[src/rtl/refill_mem_arbiter_pkg.sv]
// refill_arb_pkg
// Shared types and constants for the refill memory arbiter.
//   state_t   : controller states (IDLE, REQ, XFER, DONE)
//   BEATS     : words per refill block
//   OFFSET_W  : width of the word offset within a block
//   REQ_I/D   : bit positions of the I-cache and D-cache requesters
package refill_arb_pkg;

  typedef enum logic [1:0] {
    IDLE = 2'd0,
    REQ  = 2'd1,
    XFER = 2'd2,
    DONE = 2'd3
  } state_t;

  localparam int BEATS    = 4;
  localparam int OFFSET_W = 2;
  localparam int REQ_I    = 0;
  localparam int REQ_D    = 1;

endpackage

[src/rtl/refill_mem_arbiter_if.sv]
// refill_mem_arbiter_if
// Bundles the requester, memory and fill-port signals of the refill arbiter.
//   req/addr0/addr1          : refill requests and miss addresses from the caches
//   gnt/done                 : one-hot grant and completion pulse back to the caches
//   mem_rd/mem_addr          : read strobe and block-aligned address to memory
//   mem_ready/mem_block      : memory response pulse and full block data
//   fill_we/fill_offset/data : per-beat line write into the granted cache
// Modports:
//   slave  : the arbiter
//   master : the environment (caches plus memory model)
interface refill_mem_arbiter_if #(
  parameter int ADDR_W = 32,
  parameter int WORD_W = 32
);
  import refill_arb_pkg::*;

  logic [1:0]              req;
  logic [ADDR_W-1:0]       addr0;
  logic [ADDR_W-1:0]       addr1;
  logic [1:0]              gnt;
  logic                    mem_rd;
  logic [ADDR_W-1:0]       mem_addr;
  logic                    mem_ready;
  logic [WORD_W*BEATS-1:0] mem_block;
  logic [1:0]              fill_we;
  logic [OFFSET_W-1:0]     fill_offset;
  logic [WORD_W-1:0]       fill_data;
  logic [1:0]              done;

  modport slave (
    input  req, addr0, addr1, mem_ready, mem_block,
    output gnt, mem_rd, mem_addr, fill_we, fill_offset, fill_data, done
  );

  modport master (
    output req, addr0, addr1, mem_ready, mem_block,
    input  gnt, mem_rd, mem_addr, fill_we, fill_offset, fill_data, done
  );

endinterface

[src/rtl/refill_mem_arbiter_rr_arb2.sv]
// rr_arb2
// Combinational two-way round-robin picker.
//   req  : request vector, bit REQ_I = I-cache, bit REQ_D = D-cache
//   last : index of the requester served most recently (1 = D-cache)
//   pick : one-hot selection, zero when nothing is requested
module rr_arb2
  import refill_arb_pkg::*;
(
  input  logic [1:0] req,
  input  logic       last,
  output logic [1:0] pick
);

  // A lone requester always wins; on a tie the one not served last wins.
  always_comb begin
    pick = req;
    if (req[REQ_I] && req[REQ_D]) begin
      pick = '0;
      if (last) begin
        pick[REQ_I] = 1'b1;
      end else begin
        pick[REQ_D] = 1'b1;
      end
    end
  end

endmodule

[src/rtl/refill_mem_arbiter.sv]
// refill_mem_arbiter
// Shares the main-memory read port between the I-cache and D-cache refill
// paths. One requester is granted at a time (round-robin on ties), the memory
// read handshake is run, and the returned 4-word block is streamed back to the
// winning cache one word per cycle with its word offset.
//   clk : clock, rising edge
//   rst : asynchronous, active-low reset
//   bus : refill_mem_arbiter_if.slave, all request, memory and fill signals
// Every output is decoded from registered state, so there is no
// combinational path from any input to any output.
module refill_mem_arbiter
  import refill_arb_pkg::*;
#(
  parameter int ADDR_W = 32,
  parameter int WORD_W = 32
) (
  input  logic                clk,
  input  logic                rst,
  refill_mem_arbiter_if.slave bus
);

  localparam logic [OFFSET_W-1:0] LAST_BEAT = OFFSET_W'(BEATS - 1);

  state_t              state;
  state_t              state_next;
  logic [OFFSET_W-1:0] cnt_q;
  logic [1:0]          gnt_q;
  logic                last_q;
  logic [ADDR_W-1:0]   addr_q;
  logic [WORD_W-1:0]   block_buf [BEATS];
  logic [1:0]          pick;
  logic [ADDR_W-1:0]   addr_sel;

  rr_arb2 u_rr_arb2 (
    .req  (bus.req),
    .last (last_q),
    .pick (pick)
  );

  // The picker output is one-hot, so bit REQ_D alone chooses the address.
  assign addr_sel = pick[REQ_D] ? bus.addr1 : bus.addr0;

  always_ff @(posedge clk or negedge rst) begin
    if (!rst) begin
      state <= IDLE;
    end else begin
      state <= state_next;
    end
  end

  // Next-state logic plus Moore output decode from registered values only.
  always_comb begin
    state_next      = state;
    bus.gnt         = gnt_q;
    bus.mem_rd      = 1'b0;
    bus.mem_addr    = '0;
    bus.fill_we     = '0;
    bus.fill_offset = '0;
    bus.fill_data   = '0;
    bus.done        = '0;

    case (state)
      IDLE: begin
        if (pick != 2'b00) begin
          state_next = REQ;
        end
      end
      REQ: begin
        bus.mem_rd   = 1'b1;
        bus.mem_addr = addr_q;
        if (bus.mem_ready) begin
          state_next = XFER;
        end
      end
      XFER: begin
        bus.fill_we     = gnt_q;
        bus.fill_offset = cnt_q;
        bus.fill_data   = block_buf[cnt_q];
        if (cnt_q == LAST_BEAT) begin
          state_next = DONE;
        end
      end
      DONE: begin
        bus.done   = gnt_q;
        state_next = IDLE;
      end
      default: begin
        state_next = IDLE;
      end
    endcase
  end

  // Grant, aligned address, beat counter, last-served pointer and block buffer.
  // The address is aligned when it is latched, since the requester may drop
  // req (and stop holding its address) while the read is outstanding.
  always_ff @(posedge clk or negedge rst) begin
    if (!rst) begin
      cnt_q  <= '0;
      gnt_q  <= '0;
      last_q <= 1'b1;
      addr_q <= '0;
      for (int i = 0; i < BEATS; i++) begin
        block_buf[i] <= '0;
      end
    end else begin
      case (state)
        IDLE: begin
          cnt_q <= '0;
          if (pick != 2'b00) begin
            gnt_q  <= pick;
            addr_q <= addr_sel & ~ADDR_W'(3);
          end
        end
        REQ: begin
          if (bus.mem_ready) begin
            for (int i = 0; i < BEATS; i++) begin
              block_buf[i] <= bus.mem_block[i*WORD_W +: WORD_W];
            end
          end
        end
        XFER: begin
          cnt_q <= cnt_q + 1'b1;
          if (cnt_q == LAST_BEAT) begin
            last_q <= gnt_q[REQ_D];
          end
        end
        DONE: begin
          gnt_q <= '0;
        end
        default: begin
          gnt_q <= '0;
        end
      endcase
    end
  end

endmodule

[src/flat_wrapper.sv]
// flat-port wrapper written by rule: the top's interface ports become plain ports
module refill_mem_arbiter_flat import refill_arb_pkg::*;
#(
  parameter int ADDR_W = 32,
  parameter int WORD_W = 32
)
  (clk, rst, bus_req, bus_addr0, bus_addr1, bus_mem_ready, bus_mem_block, bus_gnt, bus_mem_rd, bus_mem_addr, bus_fill_we, bus_fill_offset, bus_fill_data, bus_done);
  refill_mem_arbiter_if #(.ADDR_W(ADDR_W), .WORD_W(WORD_W)) bus_i ();
  input  logic clk;
  input  logic rst;
  input wire logic [$bits(bus_i.req)-1:0] bus_req;
  input wire logic [$bits(bus_i.addr0)-1:0] bus_addr0;
  input wire logic [$bits(bus_i.addr1)-1:0] bus_addr1;
  input wire logic [$bits(bus_i.mem_ready)-1:0] bus_mem_ready;
  input wire logic [$bits(bus_i.mem_block)-1:0] bus_mem_block;
  output wire logic [$bits(bus_i.gnt)-1:0] bus_gnt;
  output wire logic [$bits(bus_i.mem_rd)-1:0] bus_mem_rd;
  output wire logic [$bits(bus_i.mem_addr)-1:0] bus_mem_addr;
  output wire logic [$bits(bus_i.fill_we)-1:0] bus_fill_we;
  output wire logic [$bits(bus_i.fill_offset)-1:0] bus_fill_offset;
  output wire logic [$bits(bus_i.fill_data)-1:0] bus_fill_data;
  output wire logic [$bits(bus_i.done)-1:0] bus_done;
  assign bus_i.req = bus_req;
  assign bus_i.addr0 = bus_addr0;
  assign bus_i.addr1 = bus_addr1;
  assign bus_i.mem_ready = bus_mem_ready;
  assign bus_i.mem_block = bus_mem_block;
  assign bus_gnt = bus_i.gnt;
  assign bus_mem_rd = bus_i.mem_rd;
  assign bus_mem_addr = bus_i.mem_addr;
  assign bus_fill_we = bus_i.fill_we;
  assign bus_fill_offset = bus_i.fill_offset;
  assign bus_fill_data = bus_i.fill_data;
  assign bus_done = bus_i.done;
  refill_mem_arbiter #(.ADDR_W(ADDR_W), .WORD_W(WORD_W)) u_core (.clk(clk), .rst(rst), .bus(bus_i));
endmodule
[config.mk]
export PLATFORM = sky130hd
export DESIGN_NAME = refill_mem_arbiter_flat
export DESIGN_NICKNAME = d
export VERILOG_FILES = /design/src/rtl/refill_mem_arbiter_pkg.sv /design/src/rtl/refill_mem_arbiter_if.sv /design/src/rtl/refill_mem_arbiter_rr_arb2.sv /design/src/rtl/refill_mem_arbiter.sv /design/src/flat_wrapper.sv
export SDC_FILE = /design/constraint.sdc
export NUM_CORES = 1
export LEC_CHECK = 0
export CAP_MARGIN = 20
export CORE_MARGIN = 3
export CORE_UTILIZATION = 46
export DETAILED_ROUTE_END_ITERATION = 7
export GPL_TIMING_DRIVEN = 0
export PLACE_DENSITY = 0.9
export SKIP_LAST_GASP = 1
export SLEW_MARGIN = 10
export SYNTH_ARGS = -nofsm -noshare
export SYNTH_HDL_FRONTEND = slang
export SYNTH_SLANG_ARGS = --single-unit
[constraint.sdc]
create_clock -name clk -period 2.3 [get_ports clk]
set_input_delay 0.23 -clock clk [delete_from_list [all_inputs] [get_ports clk]]
set_output_delay 0.23 -clock clk [all_outputs]
set_load 0.03 [all_outputs]
[After elaboration in Yosys (flattened, before gate mapping)]
Cells that the tools add are included.
Storage, ports and cells
  latch bits: 0
  memory bits (read-only): 0
  flip-flop bits (word level): 165
  memory bits (writable): 0
  memories kept: 0
  logic and storage cells: 49
  input port bits: 197
  output and inout bits: 73
Cells by class
  mux-type cells: 20
  equality and inequality tests: 7
  $add $sub $neg: 1
  div/mod/pow operators: 0
  reductions and logical operators: 10
  shift operators: 0
  multipliers: 0
  bitwise operators: 1
  magnitude comparators: 1
Operators with widths (number)
  two-way mux 32 bit: 5
  binary-select mux 32 bit (select 2 bit): 1
  two-way mux 2 bit: 8
  case mux 2 bit (2 select lines): 2
  case mux 2 bit (4 select lines): 1
  AND reduction 2 bit: 4
  == test 2 bit (second input constant): 3
  nonzero test 2 bit: 3
  inequality test 2 x 1 -> 1 bit (second input constant): 2
  greater-or-equal comparator 3 bit (second input constant): 1
  two-way mux 1 bit: 3
  inverter 2 -> 3 bit: 1
  AND reduction 3 bit: 1
  adder 2 x 1 -> 2 bit (second input constant): 1
  == test 2 x 1 -> 1 bit (second input constant): 1
  zero test 2 bit: 1
  inequality test 2 bit (second input constant): 1
  logical AND 1 bit: 1

[Logic depth before layout (Yosys ltp)]
  depth after elaboration: 5
  mapped depth: 8
  depth with buffers taken out: 5

[Modules after synthesis]
From an unflattened synthesis, not the netlist that was laid out.
Second synthesis, totals
  cell total of the unflattened synthesis: 558
  area total of the unflattened synthesis: 7785.0 um^2
Modules (own cells, without submodules)
  refill_mem_arbiter: area an instance 7766.2 um^2, sequential area each 4130.2 um^2, cells each 555, instances 1
  rr_arb2: area an instance 18.8 um^2, sequential area each 0.0 um^2, cells each 3, instances 1

[Worst setup path after synthesis]
OpenSTA, ideal clock, no wires.
  path kind: register -> register
  from: register u_core.state[1]
  to: register u_core.block_buf[10] (netlist bit)
  library setup time: 0.125 ns
  cell stages (with the launch flop): 7
  path buffers: 2
  setup slack: 0.550 ns
  data required time: 2.175 ns
  arrival: 1.625 ns
  period minus slack after synthesis: 1.750 ns
  path through: dfrtp_1 -> inv_1 -> ha_1 -> nand2_1 -> buf_2 -> buf_2 -> mux2_2
On the way
  word-level cells in the longest chain between the ends: 2
RTL lines
  start, declared: line refill_mem_arbiter.sv:24  | state_t state;
  start signal, assigned: line refill_mem_arbiter.sv:47  | state <= state_next;
  == test 2 x 1 -> 1 bit: line refill_mem_arbiter.sv:106  | case (state)
  AND reduction 2 bit (no source line)
  end signal, assigned by index: line refill_mem_arbiter.sv:117  | block_buf[i] <= bus.mem_block[i*WORD_W +: WORD_W];
  end, declared: line refill_mem_arbiter.sv:30  | logic [WORD_W-1:0] block_buf [BEATS];
Every way passes these cells.
A chain may end at the register's enable or synchronous reset.

[Worst setup path after layout]
  from: register u_core.cnt_q[0]
  to: output port bus_fill_data[31]
On the way
  word-level cells in the longest chain between the ends: 5
RTL lines
  start, declared: line refill_mem_arbiter.sv:26  | logic [OFFSET_W-1:0] cnt_q;
  start signal, assigned: line refill_mem_arbiter.sv:122  | cnt_q <= cnt_q + 1'b1;
  inverter 2 -> 3 bit (implied by the code): line refill_mem_arbiter.sv:78  | bus.fill_data = block_buf[cnt_q];
  binary-select mux 32 bit (select 2 bit): line refill_mem_arbiter.sv:78
  two-way mux 32 bit (implied by the code) (2 in a row): line refill_mem_arbiter.sv:78
  two-way mux 32 bit: line refill_mem_arbiter.sv:62  | case (state)
  end, declared: line flat_wrapper.sv:21  | output wire logic [$bits(bus_i.fill_data)-1:0] bus_fill_data;
Every way passes these cells. The select of a mux whose other input is x is not followed.

==> run_results.csv <==
group,metric,value,unit
outcome,outcome,"finished, final reports clean",
worst_setup_path,reg2reg_depth,6,
global_route,busiest_layer,"met2",
pwr,pwr-share-comb,0.477,
logic_synthesis,synthTopCellsByArea,"dfrtp_1 53%, mux2_2 19%, mux4_2 8.1%",
timing,final-hold-violation-count,0,
timing,max_freq,436,MHz
timing,finClkSkew,0.00752,ns
worst_setup_path,critical-path-max-stage-delay,0.51,ns
floorplanning,rows,46,
logic_synthesis,synth_common_cells,"164 x dfrtp_1, 130 x mux2_2, 68 x and2_1, 63 x nand2_1, 32 x nor2_1",
cts,cts_tree,"built",
timing,period_share,0.998,
floorplanning,die-area,18500,um^2
global_route,grt_overflow,0,
placement,placed_area,10700,um^2
global_route,grt_max_degree,112,
logic_synthesis,synth_flop_cell,"dfrtp_1",
cts,cts_made_buffers,17,
worst_setup_path,cp_data_required_time,2.07,ns
cells_and_area,drive_gt1_frac,0.326,
pwr,ir_drop,0.000753,V
timing,grt_setup_unrepaired,"yes",
pwr,sequentialPowerShare,0.338,
placement,placed_cells,1071,
worst_setup_path,path_max_fanout,7,
cells_and_area,nets,1087,
floorplanning,fp.dieW,136,um
cts,h-tree-depth,4,
cells_and_area,layoutNonFillerInstCount,1115,
cts,clk_pin_slew,0.07,ns
cells_and_area,postLayoutCellArea,11400,um^2
pwr,powerDensity,1350,nW/um^2
logic_synthesis,synth_most_common_cell,"dfrtp_1",
pwr,p_int,9.92,mW
route,vias,5836,
cts,clock_path_buffers,2,
route,drc,0,
global_route,grt_use_met2,0.402,
cells_and_area,n_fill_cell,1146,
logic_synthesis,synth_top_cell_area_share,0.529,
floorplanning,core,16200,um^2
job,cap_violations,0,
worst_setup_path,crit_path_end_kind,"primary output",
timing,hold_slack,0.316,ns
global_route,grt_pass1_wl,32600,um
pwr,p_leak,4.94,nW
timing,tightest_slew,0.565,ns
cells_and_area,fin_util,0.702,
global_route,met1_usage,0.278,
cells_and_area,area_growth,46.4,%
worst_setup_path,worst_setup_path_start_kind,"flip-flop",
route,routedWlPerCell,19.0,um
worst_setup_path,path_class,"reg -> out",
worst_setup_path,crit_path_top_delay_cell,"mux4_1",
timing,finalSetupViolCount,0,
global_route,grt.met3_usage,0.0770,
hold_path,hp-class,"in -> async",
worst_setup_path,cp.arrival,2.07,ns
floorplanning,ioPinCount,270,
placement,io_buffers,263,
pwr,p_sw,5.40,mW
global_route,grt_usage,0.233,
timing,drv_slew,0,
route,firstDrtPassIters,4,
logic_synthesis,synth_edf_count,0,
floorplanning,initial_utilization,0.480,
pwr,clock_power_share,0.186,
pwr,total_power,15.3,mW
timing,relSlewSlack,0.623,
global_route,antenna_found_initial,1,
logic_synthesis,syn-cell-area,7760,um^2
logic_synthesis,yosys.area.top_type,"dfrtp_1",
timing,min_period,2.30,ns
logic_synthesis,yosys_warnings,0,
logic_synthesis,yosysSeqAreaShare,0.532,
route,via_per_inst,5.23,
logic_synthesis,yosysUniqueCellTypes,30,
logic_synthesis,synth_cells,590,
route,drt_iter0_markers,251,
floorplanning,die_y,136,um
placement,hpwl,15800,um
logic_synthesis,syn_avg_cell_area,13.2,um^2
global_route,grt_pass1_vias,6155,
pwr,p_sw_frac,0.352,
cts,clk_latency,0.42,ns
placement,gp_congestion,0.811,
worst_setup_path,crit_chain,"buf_8 > buf_12 > buf_4 > mux4_1 > and2_1 > clkbuf_2",
cts,root_buffer,"clkbuf_16",
route,drt-total-wl,21200,um
route,antenna_left,0,
cts,clkSinkCount,165,
logic_synthesis,ys_ff_latch,165,
logic_synthesis,synth-async-reset-ratio,1.00,
==> routing by layer <==
layer  share of wire  vias to the layer above
met5               0                        -
met4           0.020                        0
met3           0.091                       29
met2            0.50                      231
met1            0.39                     2913
li1                -                     2663
==> path summary, 6_finish.rpt <==
| path | slack, ns | startpoint | endpoint |
|---|---|---|---|
| setup / recovery | 0.004 | u_core.cnt_q[0] | bus_fill_data[31] |
| hold / removal | 0.32 | rst | u_core.block_buf[120] |
| setup reg to reg | 0.33 | u_core.state[1] | u_core.block_buf[19] |
| hold reg to reg | 0.50 | u_core.block_buf[9] | u_core.block_buf[9] |
| max in group asynchronous | 1.09 | rst | u_core.block_buf[96] |
| min in group clk | 0.37 | bus_addr0[14] | u_core.addr_q[14] |
==> worst max-delay path: cells and delay by family (launching register included) <==
kind / cells / cell delay [ns]
AND/OR/NAND/NOR: 1 / 0.17
multiplexers: 1 / 0.51
flip-flops: 1 / 0.39
buffers and inverters: 4 / 0.58
==> power groups by stage <==
stage / sequential (mW) / clock (mW) / combinational (mW)
after floorplan: 4.93 / 0 / 4.96
final: 5.18 / 2.84 / 7.30
after CTS: 5.16 / 2.90 / 7.15
after detailed placement: 5.19 / 0 / 7.28
after global routing: 5.34 / 3.04 / 7.86
after global placement: 5.11 / 0 / 7.10
==> area by class of cell <==
type,instances,area [um^2],area share
clock buffer,19,443,0.0390
multi-input combinational,378,3390,0.298
buffer,44,290,0.0256
antenna,1,2.50,0.000220
sequential,165,4130,0.364
timing repair buffer,276,2680,0.236
clock inverter,13,145,0.0128
inverter,3,11.3,0.000991
tap,216,270,0.0238
==> timing repair <==
action / 4_1_cts / 5_1_grt
setup buffers: 7 / 2
endpoints found under the setup margin: 66 / 57
resized for setup: 205 / 72
pin swaps: 0 / 3
endpoints found under the hold margin: 53 / 0
cloned: 1 / 2
hold buffers: 1 / 0
==> registers in the layout, summed over array words and instances (netlist names) <==
register	flops
u_core.addr_q	30
u_core.cnt_q	2
u_core.block_buf	128
u_core.bus.gnt	2
u_core.last_q	1
u_core.state	2
==> placed cells by master, fill, tap and decap left out, types with 2 or more instances in the layout <==
cell type,instances
ha_1,3
buf_6,9
and2_4,8
clkinvlp_4,2
clkbuf_16,19
clkbuf_2,12
clkbuf_4,4
mux4_1,4
bufinv_16,2
buf_2,40
dfrtp_1,163
buf_8,2
nor2b_1,2
ha_2,2
inv_6,5
mux2i_1,2
nand2b_1,2
clkdlybuf4s15_1,14
clkdlybuf4s50_1,196
inv_1,3
clkbuf_1,5
nand2_1,63
mux2_2,130
nor2_1,32
dlygate4sd2_1,14
and2_1,60
buf_4,16
buf_12,5
mux4_2,28
clkinv_2,3
a31oi_1,31
conb_1,2
==> metrics by stage <==
stage	setup WS [ns]	setup TNS, ns
6_report	0.00437	0
5_1_grt	-0.0805	-0.751
4_1_cts	-0.126	-0.499
3_5_place_dp	-0.210	-3.81
3_3_place_gp	-5.76	-950.18
2_1_floorplan	0.550	0
==> logic make-up (layout without fill, tap and decap cells) <==
family                   Yosys count  in the layout  share of synthesized area
multiplexers                     164            164                      0.286
flip-flops                       165            165                      0.532
other                              1              3                   0.000483
adder cells (fa/ha/maj)            5              5                    0.00806
buffers and inverters             48            355                     0.0351
AND/OR/NAND/NOR                  168            168                      0.105
AO/OA/AOI/OAI                     39             39                     0.0335
(Power assumes the default switching activity.)
